$ cat config.mk
export PLATFORM = sky130hd
export DESIGN_NAME = bcd_date_counter
export DESIGN_NICKNAME = d
export VERILOG_FILES = /design/src/rtl/bcd_date_counter.sv
export SDC_FILE = /design/constraint.sdc
export NUM_CORES = 1
export LEC_CHECK = 0
export ABC_AREA = 1
export BUFFER_PORTS_ARGS = -buffer_cell sky130_fd_sc_hd__buf_2
export CORE_ASPECT_RATIO = 0.9
export CORE_MARGIN = 5
export CORE_UTILIZATION = 45
export CTS_CLUSTER_SIZE = 16
export DETAILED_ROUTE_END_ITERATION = 10
export GPL_TIMING_DRIVEN = 0
export PLACE_DENSITY_LB_ADDON = 0.2
export SKIP_CTS_REPAIR_TIMING = 1
export SYNTH_ARGS = -nofsm -noshare
export SYNTH_HDL_FRONTEND = slang
export SYNTH_SLANG_ARGS = --single-unit
$ cat constraint.sdc
create_clock -name clk -period 3.3 [get_ports clk]
set_input_delay 0.66 -clock clk [delete_from_list [all_inputs] [get_ports clk]]
set_output_delay 0.66 -clock clk [all_outputs]
set_load 0.01 [all_outputs]
$ cat src/rtl/bcd_date_counter.sv
// Calendar source for the date display: packed BCD YYYY_MMDD, advanced once every TICK_DIV clocks.
// Optional macro DATE_DOWN_EN adds a `dir` input so the date can count backwards.
module bcd_date_counter #(
    parameter int unsigned TICK_DIV  = 20000000,
    parameter logic [31:0] INIT_DATE = 32'h2024_1204
) (
    input  logic        clk,
    input  logic        rst_n,
    input  logic        run,
`ifdef DATE_DOWN_EN
    input  logic        dir,
`endif
    input  logic        load,
    input  logic [31:0] load_date,
    output logic [31:0] date,
    output logic        day_pulse,
    output logic        load_err
);

    localparam int unsigned PW = $clog2(TICK_DIV);
    localparam logic [PW-1:0] PMAX = PW'(TICK_DIV - 1);

    logic [PW-1:0] presc;
    logic [31:0]   next_date;
    logic          load_ok;
    logic          advance;

    // Two BCD digits divisible by 4.
    function automatic logic div4(input logic [7:0] b);
        logic [3:0] o;
        o = b[3:0];
        return (!b[4] && (o == 4'd0 || o == 4'd4 || o == 4'd8)) ||
               ( b[4] && (o == 4'd2 || o == 4'd6));
    endfunction

    function automatic logic is_leap(input logic [15:0] yr);
        return (yr[7:0] != 8'h00) ? div4(yr[7:0]) : div4(yr[15:8]);
    endfunction

    // Last day of a month in BCD; 00 for an invalid month so any day fails validation.
    function automatic logic [7:0] last_day(input logic [7:0] mo, input logic leap);
        case (mo)
            8'h01, 8'h03, 8'h05, 8'h07, 8'h08, 8'h10, 8'h12: return 8'h31;
            8'h04, 8'h06, 8'h09, 8'h11:                      return 8'h30;
            8'h02:                                           return leap ? 8'h29 : 8'h28;
            default:                                         return 8'h00;
        endcase
    endfunction

    function automatic logic [7:0] bcd_inc8(input logic [7:0] v);
        return (v[3:0] == 4'd9) ? {v[7:4] + 4'd1, 4'd0} : {v[7:4], v[3:0] + 4'd1};
    endfunction

    function automatic logic [15:0] bcd_inc16(input logic [15:0] v);
        logic [15:0] r;
        logic        c;
        r = v;
        c = 1'b1;
        for (int i = 0; i < 4; i++) begin
            if (c) begin
                if (r[4*i +: 4] == 4'd9) begin
                    r[4*i +: 4] = 4'd0;
                end else begin
                    r[4*i +: 4] = r[4*i +: 4] + 4'd1;
                    c = 1'b0;
                end
            end
        end
        return r;
    endfunction

`ifdef DATE_DOWN_EN
    function automatic logic [7:0] bcd_dec8(input logic [7:0] v);
        return (v[3:0] == 4'd0) ? {v[7:4] - 4'd1, 4'd9} : {v[7:4], v[3:0] - 4'd1};
    endfunction

    function automatic logic [15:0] bcd_dec16(input logic [15:0] v);
        logic [15:0] r;
        logic        b;
        r = v;
        b = 1'b1;
        for (int i = 0; i < 4; i++) begin
            if (b) begin
                if (r[4*i +: 4] == 4'd0) begin
                    r[4*i +: 4] = 4'd9;
                end else begin
                    r[4*i +: 4] = r[4*i +: 4] - 4'd1;
                    b = 1'b0;
                end
            end
        end
        return r;
    endfunction
`endif

    // Next calendar date and load validation.
    always_comb begin
        logic [15:0] yr;
        logic [7:0]  mo;
        logic [7:0]  dy;
        logic        lp;
        logic [7:0]  last;
        logic [7:0]  ld_last;
        logic [31:0] up;
`ifdef DATE_DOWN_EN
        logic [31:0] down;
        logic [7:0]  pm;
`endif
        yr        = date[31:16];
        mo        = date[15:8];
        dy        = date[7:0];
        lp        = is_leap(yr);
        last      = last_day(mo, lp);
        up        = date;
        next_date = date;
        load_ok   = 1'b1;

        if (dy < last)          up = {yr, mo, bcd_inc8(dy)};
        else if (mo != 8'h12)   up = {yr, bcd_inc8(mo), 8'h01};
        else                    up = {bcd_inc16(yr), 16'h0101};

`ifdef DATE_DOWN_EN
        pm   = 8'h12;
        down = date;
        if (dy != 8'h01) begin
            down = {yr, mo, bcd_dec8(dy)};
        end else if (mo != 8'h01) begin
            pm   = bcd_dec8(mo);
            down = {yr, pm, last_day(pm, lp)};
        end else begin
            down = {bcd_dec16(yr), 16'h1231};
        end
        next_date = dir ? down : up;
`else
        next_date = up;
`endif

        for (int i = 0; i < 8; i++) begin
            if (load_date[4*i +: 4] > 4'd9) load_ok = 1'b0;
        end
        ld_last = last_day(load_date[15:8], is_leap(load_date[31:16]));
        if (load_date[7:0] == 8'h00 || load_date[7:0] > ld_last) load_ok = 1'b0;
    end

    assign advance = run && (presc == PMAX);

    // A valid load beats a same-cycle advance; an invalid one lets it through.
    always_ff @(posedge clk) begin
        if (!rst_n) begin
            date      <= INIT_DATE;
            presc     <= '0;
            day_pulse <= 1'b0;
            load_err  <= 1'b0;
        end else begin
            day_pulse <= 1'b0;
            load_err  <= 1'b0;
            if (run) presc <= advance ? '0 : presc + PW'(1);
            if (load && load_ok) begin
                date  <= load_date;
                presc <= '0;
            end else begin
                if (load) load_err <= 1'b1;
                if (advance) begin
                    date      <= next_date;
                    day_pulse <= 1'b1;
                end
            end
        end
    end

endmodule
==> qor.txt, run 1 <==
Status -> completed
Crit path top cell by count -> nor2_1
Total track usage -> 0.2179
Crit start category -> input pin
Die area -> 11730 µm²
Worst slew pin tran -> 0.5076 ns
CP required -> 3.54 ns
Vias -> 4745
Synth Area in Compound Gates -> 0.08693
Finished Layout Cells -> 918
End of the critical path -> date[2]
Final hold vios -> 0
Synthesized area -> 4347 µm²
Simple-gate share of the synthesized area -> 0.4407
Max Slew Vio Count -> 0
Chip height -> 103.2 µm
Initial antenna violation count -> 0
Ant diodes -> 0
Worst setup startpoint -> load_date[26]
Worst clock skew -> 0.01072 ns
Avg WL per Cell -> 13.65 µm
Leakage -> 2.550 nW
Synth Area per Inst -> 6.139 µm²
Root Driver -> clkbuf_8
MaxCap Viol Count -> 0
Global-route wire length before repair -> 20320 µm
Dpl cell area -> 4845 µm²
Clock Latency Late Sink -> 0.36 ns
Largest net degree at the start of global routing -> 11
Overall power -> 1.644 mW
R2R Setup Slk -> 0.27 ns
EDFF count, synth -> 0
# setup viols final -> 0
Clock period minus worst slack -> 3.041 ns
Critical-path maximum fanout -> 10
CP Cell Sequence -> buf_2 -> o21ai_4 -> o211ai_1 -> a31oi_1 -> nor2_1 -> o41ai_2 -> ha_2 -> nand2_1 -> o21ai_0 -> nor2_1 -> inv_1 -> nand3_1 -> clkbuf_4 -> clkinvlp_4 -> a21oi_1 -> o31ai_1
Overflow after GRT -> 0
TritonCTS buffer count -> 9
Rel. slew slack -> 0.6616
Worst Setup End Kind -> register
DR pass1 iterations -> 5
Vias in the first global route -> 4378
Fillers -> 988
Num rows -> 34
Top Ports -> 70
Initial Util -> 0.4541
Syn Nets -> 757
Max VDD drop -> 0.3304 mV
Routed Antenna Nets -> 0
Max Clock Freq -> 0.3289 GHz
Worst min path class -> register to register
Area Overhead vs Synth -> 18.28%
Vias/cell -> 5.169
Hold Slack -> 0.4763 ns
Worst reg2reg path depth -> 17
YS warnings -> 0
Synth Area in Adders -> 0.03742
FF+latch count, synth -> 59
Gpl congestion -> 0.9590
Max Root-Sink Buffers -> 2
Distinct cells, synth -> 44
Slowest-stage cell, CP -> ha_2
Main combinational cell family by area after synthesis -> simple AND/OR/NAND/NOR gates
Crit Path Class -> input pin to register
Port bufs -> 68
Top_reg_cell synth -> dfxtp_1
CP arrival -> 3.28 ns
Mux contribution to synthesized area -> 0
Clock Sinks -> 59
RSZ-0062 raised after global routing -> no
DRT iter0 DRCs -> 220
Hpwl dp -> 9941 µm
Synth Area in XOR/XNOR -> 0.04836
Share of layout cells above drive strength 1 -> 0.1641
CP top delay family -> compound AO/OA/AOI/OAI gates
CP peak stage delay -> 0.33 ns
RR Startpoint -> date[13]
Routed WL -> 12530 µm
CTS H-Tree Depth -> 3
Nets@finish -> 836
Fin util -> 0.5371
Power Density -> 319.7 nW/µm²
Die Width -> 113.6 µm
RR Endpoint -> date[12]
Post-synth ARST share -> 0
Placed insts -> 902
Tcrit/Tclk final -> 0.9214
Post-route DRC -> 0
WP depth -> 16
Core Footprint -> 9572 µm²
Buf/Inv on CP -> 4
Clk slew on worst S/H paths -> 0.07 ns
CTS tree -> built
Final Cell Area -> 5141 µm²
Post-synthesis cell count -> 708
Register area share after synthesis -> 0.2717
-- final cells by class --
class / count / area (µm²) / area share
sequential: 59 / 1181 / 0.2297
multi-input combinational: 526 / 2705 / 0.5262
buffer: 17 / 108.9 / 0.02117
clock inverter: 4 / 97.59 / 0.01898
tap: 126 / 157.7 / 0.03066
timing repair buffer: 68 / 340.3 / 0.06620
inverter: 106 / 405.4 / 0.07885
clock buffer: 12 / 145.1 / 0.02823
-- synthesized netlist by cell type, types with 2 or more instances --
master | count | area, µm²
a211oi_1 | 3 | 22.52
a21oi_1 | 16 | 80.08
a31oi_1 | 3 | 18.77
buf_2 | 6 | 30.03
buf_4 | 2 | 15.01
buf_6 | 3 | 33.78
clkbuf_1 | 6 | 22.52
dfxtp_1 | 59 | 1181
ha_1 | 13 | 162.7
inv_1 | 100 | 375.4
inv_2 | 6 | 22.52
nand2_1 | 169 | 634.4
nand2_2 | 6 | 37.54
nand3_1 | 49 | 245.2
nand3_4 | 2 | 35.03
nand3b_1 | 7 | 52.55
nand4_1 | 13 | 81.33
nand4_2 | 3 | 37.54
nor2_1 | 130 | 488.0
nor2_2 | 5 | 31.28
nor3_1 | 20 | 100.1
nor3b_1 | 2 | 15.01
nor4_1 | 10 | 62.56
o211ai_1 | 4 | 30.03
o21a_1 | 2 | 15.01
o21ai_0 | 22 | 110.1
o21ai_1 | 5 | 25.02
o22ai_1 | 4 | 25.02
xnor2_1 | 4 | 35.03
xor2_1 | 20 | 175.2
-- sequential cells by signal, indices dropped and copies added (netlist names) --
| register | cells |
|---|---|
| date | 32 |
| day_pulse | 1 |
| load_err | 1 |
| presc | 25 |
-- worst min-delay path by stage --
stage / from / end / depth (start not counted) / slack, ns
CTS: date[7] / date[7] / 2 / 0.48
floorplan: presc[0] / presc[0] / 1 / 0.47
global route: date[7] / date[7] / 2 / 0.50
global placement: date[7] / date[7] / 2 / 0.46
finish: date[7] / date[7] / 2 / 0.48
detailed placement: date[7] / date[7] / 2 / 0.47
-- stage by stage --
| stage | setup slack [ns] | setup TNS, ns |
|---|---|---|
| 2_1_floorplan | 0.4545 | 0 |
| 3_3_place_gp | -0.2538 | -9.572 |
| 3_5_place_dp | -0.2365 | -8.579 |
| 4_1_cts | 0.04117 | 0 |
| 5_1_grt | 0.002980 | 0 |
| 6_report | 0.2595 | 0 |
-- worst min-delay path, stage by stage, from the launching register on --
cell and delay, ns:
dfxtp_1 0.32, nand3_1 0.08, inv_1 0.04
-- routing by layer --
metal	share of wire	vias to the layer above	GRT usage	routed length [µm]
li1	-	2419	-	-
met1	0.46	2145	0.2859	5768
met2	0.44	161	0.3517	5567
met3	0.078	20	0.05119	971
met4	0.018	0	0.08133	221
met5	0	-	0	0
-- cells by family (layout without fill, tap and decap cells) --
group | Yosys count | after routing
fa+ha+maj | 13 | 13
flops | 59 | 59
compound gates | 65 | 65
xor+xnor | 24 | 24
simple gates | 424 | 424
buf+inv | 123 | 207
-- where the power goes --
part / total, mW / leakage [nW] / switching [mW] / internal (mW)
sequential: 0.717 / 0.476 / 0.00237 / 0.715
clock: 0.824 / 0.117 / 0.301 / 0.523
combinational: 0.103 / 1.96 / 0.0673 / 0.0353
-- cells in the final DEF (no fill, tap or decap), types with 7 or more instances in the layout --
master | Yosys | final
nand2_1 | 169 | 167
nor2_1 | 130 | 130
inv_1 | 100 | 98
buf_2 | 6 | 73
dfxtp_1 | 59 | 59
nand3_1 | 49 | 49
o21ai_0 | 22 | 22
nor3_1 | 20 | 20
xor2_1 | 20 | 20
a21oi_1 | 16 | 16
nand4_1 | 13 | 13
ha_1 | 13 | 12
nor4_1 | 10 | 10
clkbuf_8 | 0 | 10
nand2_2 | 6 | 8
clkbuf_1 | 6 | 7
nand3b_1 | 7 | 7
Power figures use the tool's default switching activity.
==> inputs of run 2 (changes only) <==
- BUFFER_PORTS_ARGS: -buffer_cell sky130_fd_sc_hd__buf_2 -> -buffer_cell sky130_fd_sc_hd__buf_4
==> run 2 against run 1 <==
Sequential power is essentially flat. Critical endpoint is now date[15]. Register-to-register slack is essentially flat. Non-clock buffer count is the same. Final cell count is the same. Largest power group unchanged. Clock skew shrank 0.0046 ns. Flip-flop and latch count is the same. Critical path depth grew 1. Final area grew 3.1%. Via count shrank 0.36%. Utilization grew 1.7 points. Combinational power grew 11%.
==> qor.txt, run 2 (same netlist as run 1, synthesis figures left out) <==
Status -> completed
Max Slew Vio Count -> 0 (unchanged)
Avg WL per Cell -> 13.90 µm (+1.9%)
Largest register FFs -> 32 (unchanged)
Overflow after GRT -> 0 (unchanged)
RR Startpoint -> date[13]
Clock period minus worst slack -> 3.102 ns (+0.06144 ns)
Rel. slew slack -> 0.6579 (-0.003773)
Routed WL -> 12760 µm (+1.9%)
Share of layout cells above drive strength 1 -> 0.1641 (unchanged)
Leakage -> 2.606 nW (+2.2%)
Top Ports -> 70 (unchanged)
Hpwl dp -> 10010 µm (+0.70%)
DRT iter0 DRCs -> 285 (+30%)
Slowest-stage cell, CP -> clkbuf_1
Crit start category -> input pin
Max Clock Freq -> 0.3224 GHz (-2.0%)
Clk slew on worst S/H paths -> 0.07 ns (about the same)
Routed Antenna Nets -> 0 (unchanged)
CP top delay family -> compound AO/OA/AOI/OAI gates
Setup ws final -> 0.1981 ns (-0.06144 ns)
Vias -> 4728 (-0.36%)
Worst reg2reg path depth -> 17 (unchanged)
Fillers -> 986 (-0.20%)
RR Endpoint -> date[12]
WHS Path Cells -> 2 (unchanged)
Final Cell Area -> 5300 µm² (+3.1%)
R2R Setup Slk -> 0.28 ns (about the same)
RSZ-0062 raised after global routing -> yes
Most common cell after layout, fill and taps aside -> nand2_1
Dpl cell area -> 5015 µm² (+3.5%)
Tcrit/Tclk final -> 0.9400 (+0.01862)
Global-route wire length before repair -> 20750 µm (+2.1%)
Hold Slack -> 0.4697 ns (-0.006593 ns)
Buf/Inv on CP -> 3 (-1)
Total track usage -> 0.2187 (+0.0008298)
TritonCTS buffer count -> 9 (unchanged)
CP peak stage delay -> 0.42 ns (+0.09 ns)
Max Root-Sink Buffers -> 2 (unchanged)
CP arrival -> 3.34 ns (+0.06 ns)
Hold Startpoint -> date[7]
# setup viols final -> 0 (unchanged)
Nets@finish -> 836 (unchanged)
Initial Util -> 0.4541 (unchanged)
DR pass1 iterations -> 5 (unchanged)
Critical-path maximum fanout -> 10 (unchanged)
Worst min path class -> register to register
Largest net degree at the start of global routing -> 12 (+1)
Area Overhead vs Synth -> 21.93%
Num rows -> 34 (unchanged)
Hold Path Sink -> date[7]
Worst Setup End Kind -> register
CP required -> 3.54 ns (about the same)
Ant diodes -> 0 (unchanged)
Initial antenna violation count -> 0 (unchanged)
Chip height -> 103.2 µm (unchanged)
MaxCap Viol Count -> 0 (unchanged)
CTS H-Tree Depth -> 3 (unchanged)
Core Footprint -> 9572 µm² (unchanged)
Die area -> 11730 µm² (unchanged)
Crit path top cell by count -> nor2_1
Clock Sinks -> 59 (unchanged)
Commonest cells after routing, fill and taps aside -> nand2_1, nor2_1, inv_1, buf_4, dfxtp_1
Worst clock skew -> 0.006132 ns (-0.004583 ns)
Largest Register -> date
Clock Latency Late Sink -> 0.34 ns (-0.02 ns)
CTS tree -> built
Die Width -> 113.6 µm (unchanged)
Root Driver -> clkbuf_8
Vias/cell -> 5.150 (-0.36%)
Worst slew pin tran -> 0.5132 ns (+0.005660 ns)
Setup TNS -> 0 ns (unchanged)
Post-route DRC -> 0 (unchanged)
Worst slack, placed -> -0.2441 ns (-0.007621 ns)
Top flop regs -> date x32, presc x25
Power Density -> 315.9 nW/µm² (-1.2%)
Max VDD drop -> 0.1999 mV (-39%)
Final hold vios -> 0 (unchanged)
Gpl congestion -> 0.9087 (-5.2%)
CP Cell Sequence -> buf_4 -> o21ai_2 -> o211ai_1 -> a31oi_1 -> nor2_1 -> o41ai_2 -> ha_1 -> nand2_1 -> o21ai_0 -> nor2_1 -> nor2_1 -> nand2_2 -> buf_6 -> clkbuf_1 -> o21ai_0 -> nor2_1 -> nor2_1
Port bufs -> 68 (unchanged)
Vias in the first global route -> 4342 (-0.82%)
Crit Path Class -> input pin to register
[run 2: final cells by class]
type / instances / area, µm² / share of cell area
timing repair buffer: 68 / 510.5 / 0.09632
buffer: 17 / 107.6 / 0.02030
multi-input combinational: 526 / 2691 / 0.5078
sequential: 59 / 1181 / 0.2229
clock inverter: 6 / 112.6 / 0.02125
clock buffer: 10 / 137.6 / 0.02597
tap: 126 / 157.7 / 0.02975
inverter: 106 / 401.6 / 0.07578
[run 2: worst max path at each step]
stage	start	end	slack (ns)	cells past startpoint
after global routing	load_date[26]	date[13]	-0.02	22
final	load_date[26]	date[15]	0.20	17
after detailed placement	load_date[26]	date[2]	-0.24	19
after CTS	date[13]	date[12]	0.04	17
after global placement	load_date[26]	date[15]	-0.24	17
after floorplan	load_date[14]	date[13]	0.45	21
[run 2: stage by stage]
step | instances | power, mW | utilization
after global placement | 902 | 0.8421 | 0.5239
final | 918 | 1.674 | 0.5537
after CTS | 918 | 1.679 | 0.5501
after floorplan | 708 | 0.7811 | -
after global routing | 918 | 1.728 | 0.5537
after detailed placement | 902 | 0.8439 | 0.5239
[run 2: routing by layer]
layer	wire length, µm	GRT usage	vias to the layer above
li1	-	-	2413
met1	5736	0.2906	2118
met2	5747	0.3536	179
met3	1115	0.05177	18
met4	164	0.07024	0
met5	0	0	-
[run 2: worst register-to-register path, delay by kind of cell (launching register included)]
kind,cells,cell delay (ns)
adders and majority gates,2,0.47
DFF,1,0.40
AOI/OAI and AO/OA,2,0.50
and+or+nand+nor,9,1.07
buffers and inverters,4,0.45
[run 2: power breakdown]
| group | internal [mW] | switching (mW) | total [mW] |
|---|---|---|---|
| clock | 0.524 | 0.320 | 0.844 |
| sequential | 0.714 | 0.00235 | 0.717 |
| combinational | 0.0468 | 0.0669 | 0.114 |
| total | 1.28 | 0.390 | 1.67 |
==> inputs of run 3 (changes only) <==
- REMOVE_ABC_BUFFERS: default -> 1
==> run 3 against run 2 <==
Combinational power grew 6%. Clock power shrank 20%. Worst setup slack lost 0.044 ns. Final area grew 1.2%. Total power shrank 9.6%. Wire length grew 2.0%. Clock skew grew 0.0064 ns. First-iteration DRC count grew 27%. Critical endpoint is now date[3]. Critical path type unchanged.
==> qor.txt, run 3 (same netlist as run 1, synthesis figures left out) <==
Status -> completed
CP required -> 3.58 ns (+0.04 ns)
Worst slew pin tran -> 0.4846 ns (-0.02867 ns)
Routed wl met3 -> 1005 µm (-9.9%)
Largest Register -> date
Critical-path maximum fanout -> 5 (-5)
Worst Setup End Kind -> register
Sw frac -> 0.2550 (+0.02226)
CTS tree -> built
Routed WL -> 13010 µm (+2.0%)
Worst clock skew -> 0.01252 ns (+0.006384 ns)
Worst min path class -> register to register
Power Density -> 282.0 nW/µm² (-11%)
CP arrival -> 3.43 ns (+0.09 ns)
MaxCap Viol Count -> 0 (unchanged)
CP top delay family -> compound AO/OA/AOI/OAI gates
Max VDD drop -> 0.2058 mV (+2.9%)
Slowest-stage cell, CP -> o41ai_2
Max Slew Vio Count -> 0 (unchanged)
Root Driver -> clkbuf_8
Nets@finish -> 835 (-0.12%)
Fin util -> 0.5605 (+0.006798)
Worst slack, placed -> -1.365 ns (-1.121 ns)
Max Clock Freq -> 0.3179 GHz (-1.4%)
Ant diodes -> 0 (unchanged)
Num rows -> 34 (unchanged)
Top Ports -> 70 (unchanged)
Hpwl dp -> 9465 µm (-5.4%)
Core Footprint -> 9572 µm² (unchanged)
Internal power -> 1.127 mW (-12%)
Top flop regs -> date x32, presc x25
Overflow after GRT -> 0 (unchanged)
Buf/Inv on CP -> 5 (+2)
Initial Util -> 0.4541 (unchanged)
CP peak stage delay -> 0.38 ns (-0.04 ns)
Clk slew on worst S/H paths -> 0.07 ns (about the same)
Share of layout cells above drive strength 1 -> 0.1783 (+0.01411)
Leakage -> 2.618 nW (+0.46%)
CP Cell Sequence -> buf_4 -> o21ai_2 -> o211ai_1 -> a31oi_1 -> nor2_1 -> o41ai_2 -> ha_2 -> nand2_1 -> o21ai_0 -> nor2_1 -> inv_1 -> nand3_4 -> buf_4 -> nand2_4 -> buf_4 -> o22ai_1 -> inv_1 -> a21oi_1
Global-route wire length before repair -> 20270 µm (-2.3%)
Area Overhead vs Synth -> 23.43%
Rel. slew slack -> 0.6740 (+0.01614)
Setup ws final -> 0.1544 ns (-0.04368 ns)
Gpl congestion -> 0.8921 (-1.8%)
Vias/cell -> 5.233 (+1.6%)
Clock Latency Late Sink -> 0.35 ns (about the same)
M1 WL -> 6160 µm (+7.4%)
CTS H-Tree Depth -> 3 (unchanged)
Crit start category -> input pin
R2R Setup Slk -> 0.29 ns (about the same)
Die Width -> 113.6 µm (unchanged)
Max Root-Sink Buffers -> 2 (unchanged)
TritonCTS buffer count -> 9 (unchanged)
Vias -> 4799 (+1.5%)
Total track usage -> 0.2152 (-0.003569)
Final hold vios -> 0 (unchanged)
Avg WL per Cell -> 14.19 µm (+2.1%)
DR pass1 iterations -> 5 (unchanged)
Chip height -> 103.2 µm (unchanged)
Clock period minus worst slack -> 3.146 ns (+0.04368 ns)
NetSw -> 385.8 µW (-0.98%)
Clock Sinks -> 59 (unchanged)
Met2 routed WL -> 5684 µm (-1.1%)
Most common cell after layout, fill and taps aside -> nand2_1
Commonest cells after routing, fill and taps aside -> nand2_1, nor2_1, inv_1, buf_4, dfxtp_1
Port bufs -> 69 (+1.5%)
Clk network pwr share -> 0.447 (-0.057)
Largest net degree at the start of global routing -> 34 (+22)
# setup viols final -> 0 (unchanged)
Largest register FFs -> 32 (unchanged)
Crit Path Class -> input pin to register
Crit path top cell by count -> buf_4
Combinational share of power -> 0.080 (+0.012)
Setup TNS -> 0 ns (unchanged)
Routed Antenna Nets -> 0 (unchanged)
DR top layer -> met4
Tcrit/Tclk final -> 0.9532 (+0.01324)
Initial antenna violation count -> 0 (unchanged)
Flop pwr share -> 0.474 (+0.046)
DRT iter0 DRCs -> 361 (+27%)
Vias in the first global route -> 4264 (-1.8%)
Die area -> 11730 µm² (unchanged)
Post-route DRC -> 0 (unchanged)
## run 3: final timing paths
kind | startpoint | to | depth (start not counted)
max | load_date[26] | date[3] | 18
min | date[7] | date[7] | 2
max reg2reg | date[13] | date[10] | 17
min reg2reg | date[7] | date[7] | 2
## run 3: cell type report
type	instances	area, µm²
Sequential cell	59	1181
Fill cell	950	4207
Multi-Input combinational cell	530	2818
Tap cell	126	157.7
Timing Repair Buffer	80	613.1
Clock buffer	11	141.4
Inverter	106	401.6
Clock inverter	5	52.55
## run 3: per-layer routing
metal / vias up / global-route usage
met4: 0 / 0.07116
met2: 169 / 0.3341
met1: 2195 / 0.3003
met5: - / 0
met3: 14 / 0.04363
li1: 2421 / -
## run 3: power by group through the flow
stage,Sequential (mW),Clock (mW),Combinational [mW]
after CTS,0.717,0.692,0.107
after global routing,0.717,0.723,0.132
after global placement,0.733,0,0.105
after detailed placement,0.733,0,0.107
final,0.717,0.676,0.121
after floorplan,0.733,0,0.0417
## run 3: stage by stage
step | hold WS (ns) | area [µm²] | total power, mW | cells
3_3_place_gp | 0.4603 | 4921 | 0.8375 | 886
6_report | 0.4846 | 5365 | 1.513 | 917
2_1_floorplan | 0.4669 | 4245 | 0.7746 | 691
4_1_cts | 0.4858 | 5115 | 1.516 | 902
5_1_grt | 0.5066 | 5365 | 1.572 | 917
3_5_place_dp | 0.4733 | 4921 | 0.8398 | 886
## run 3: tightest hold or removal path, stage by stage, from the launching register on
cell     delay, ns
dfxtp_1       0.32
nand3_1       0.08
inv_1         0.04
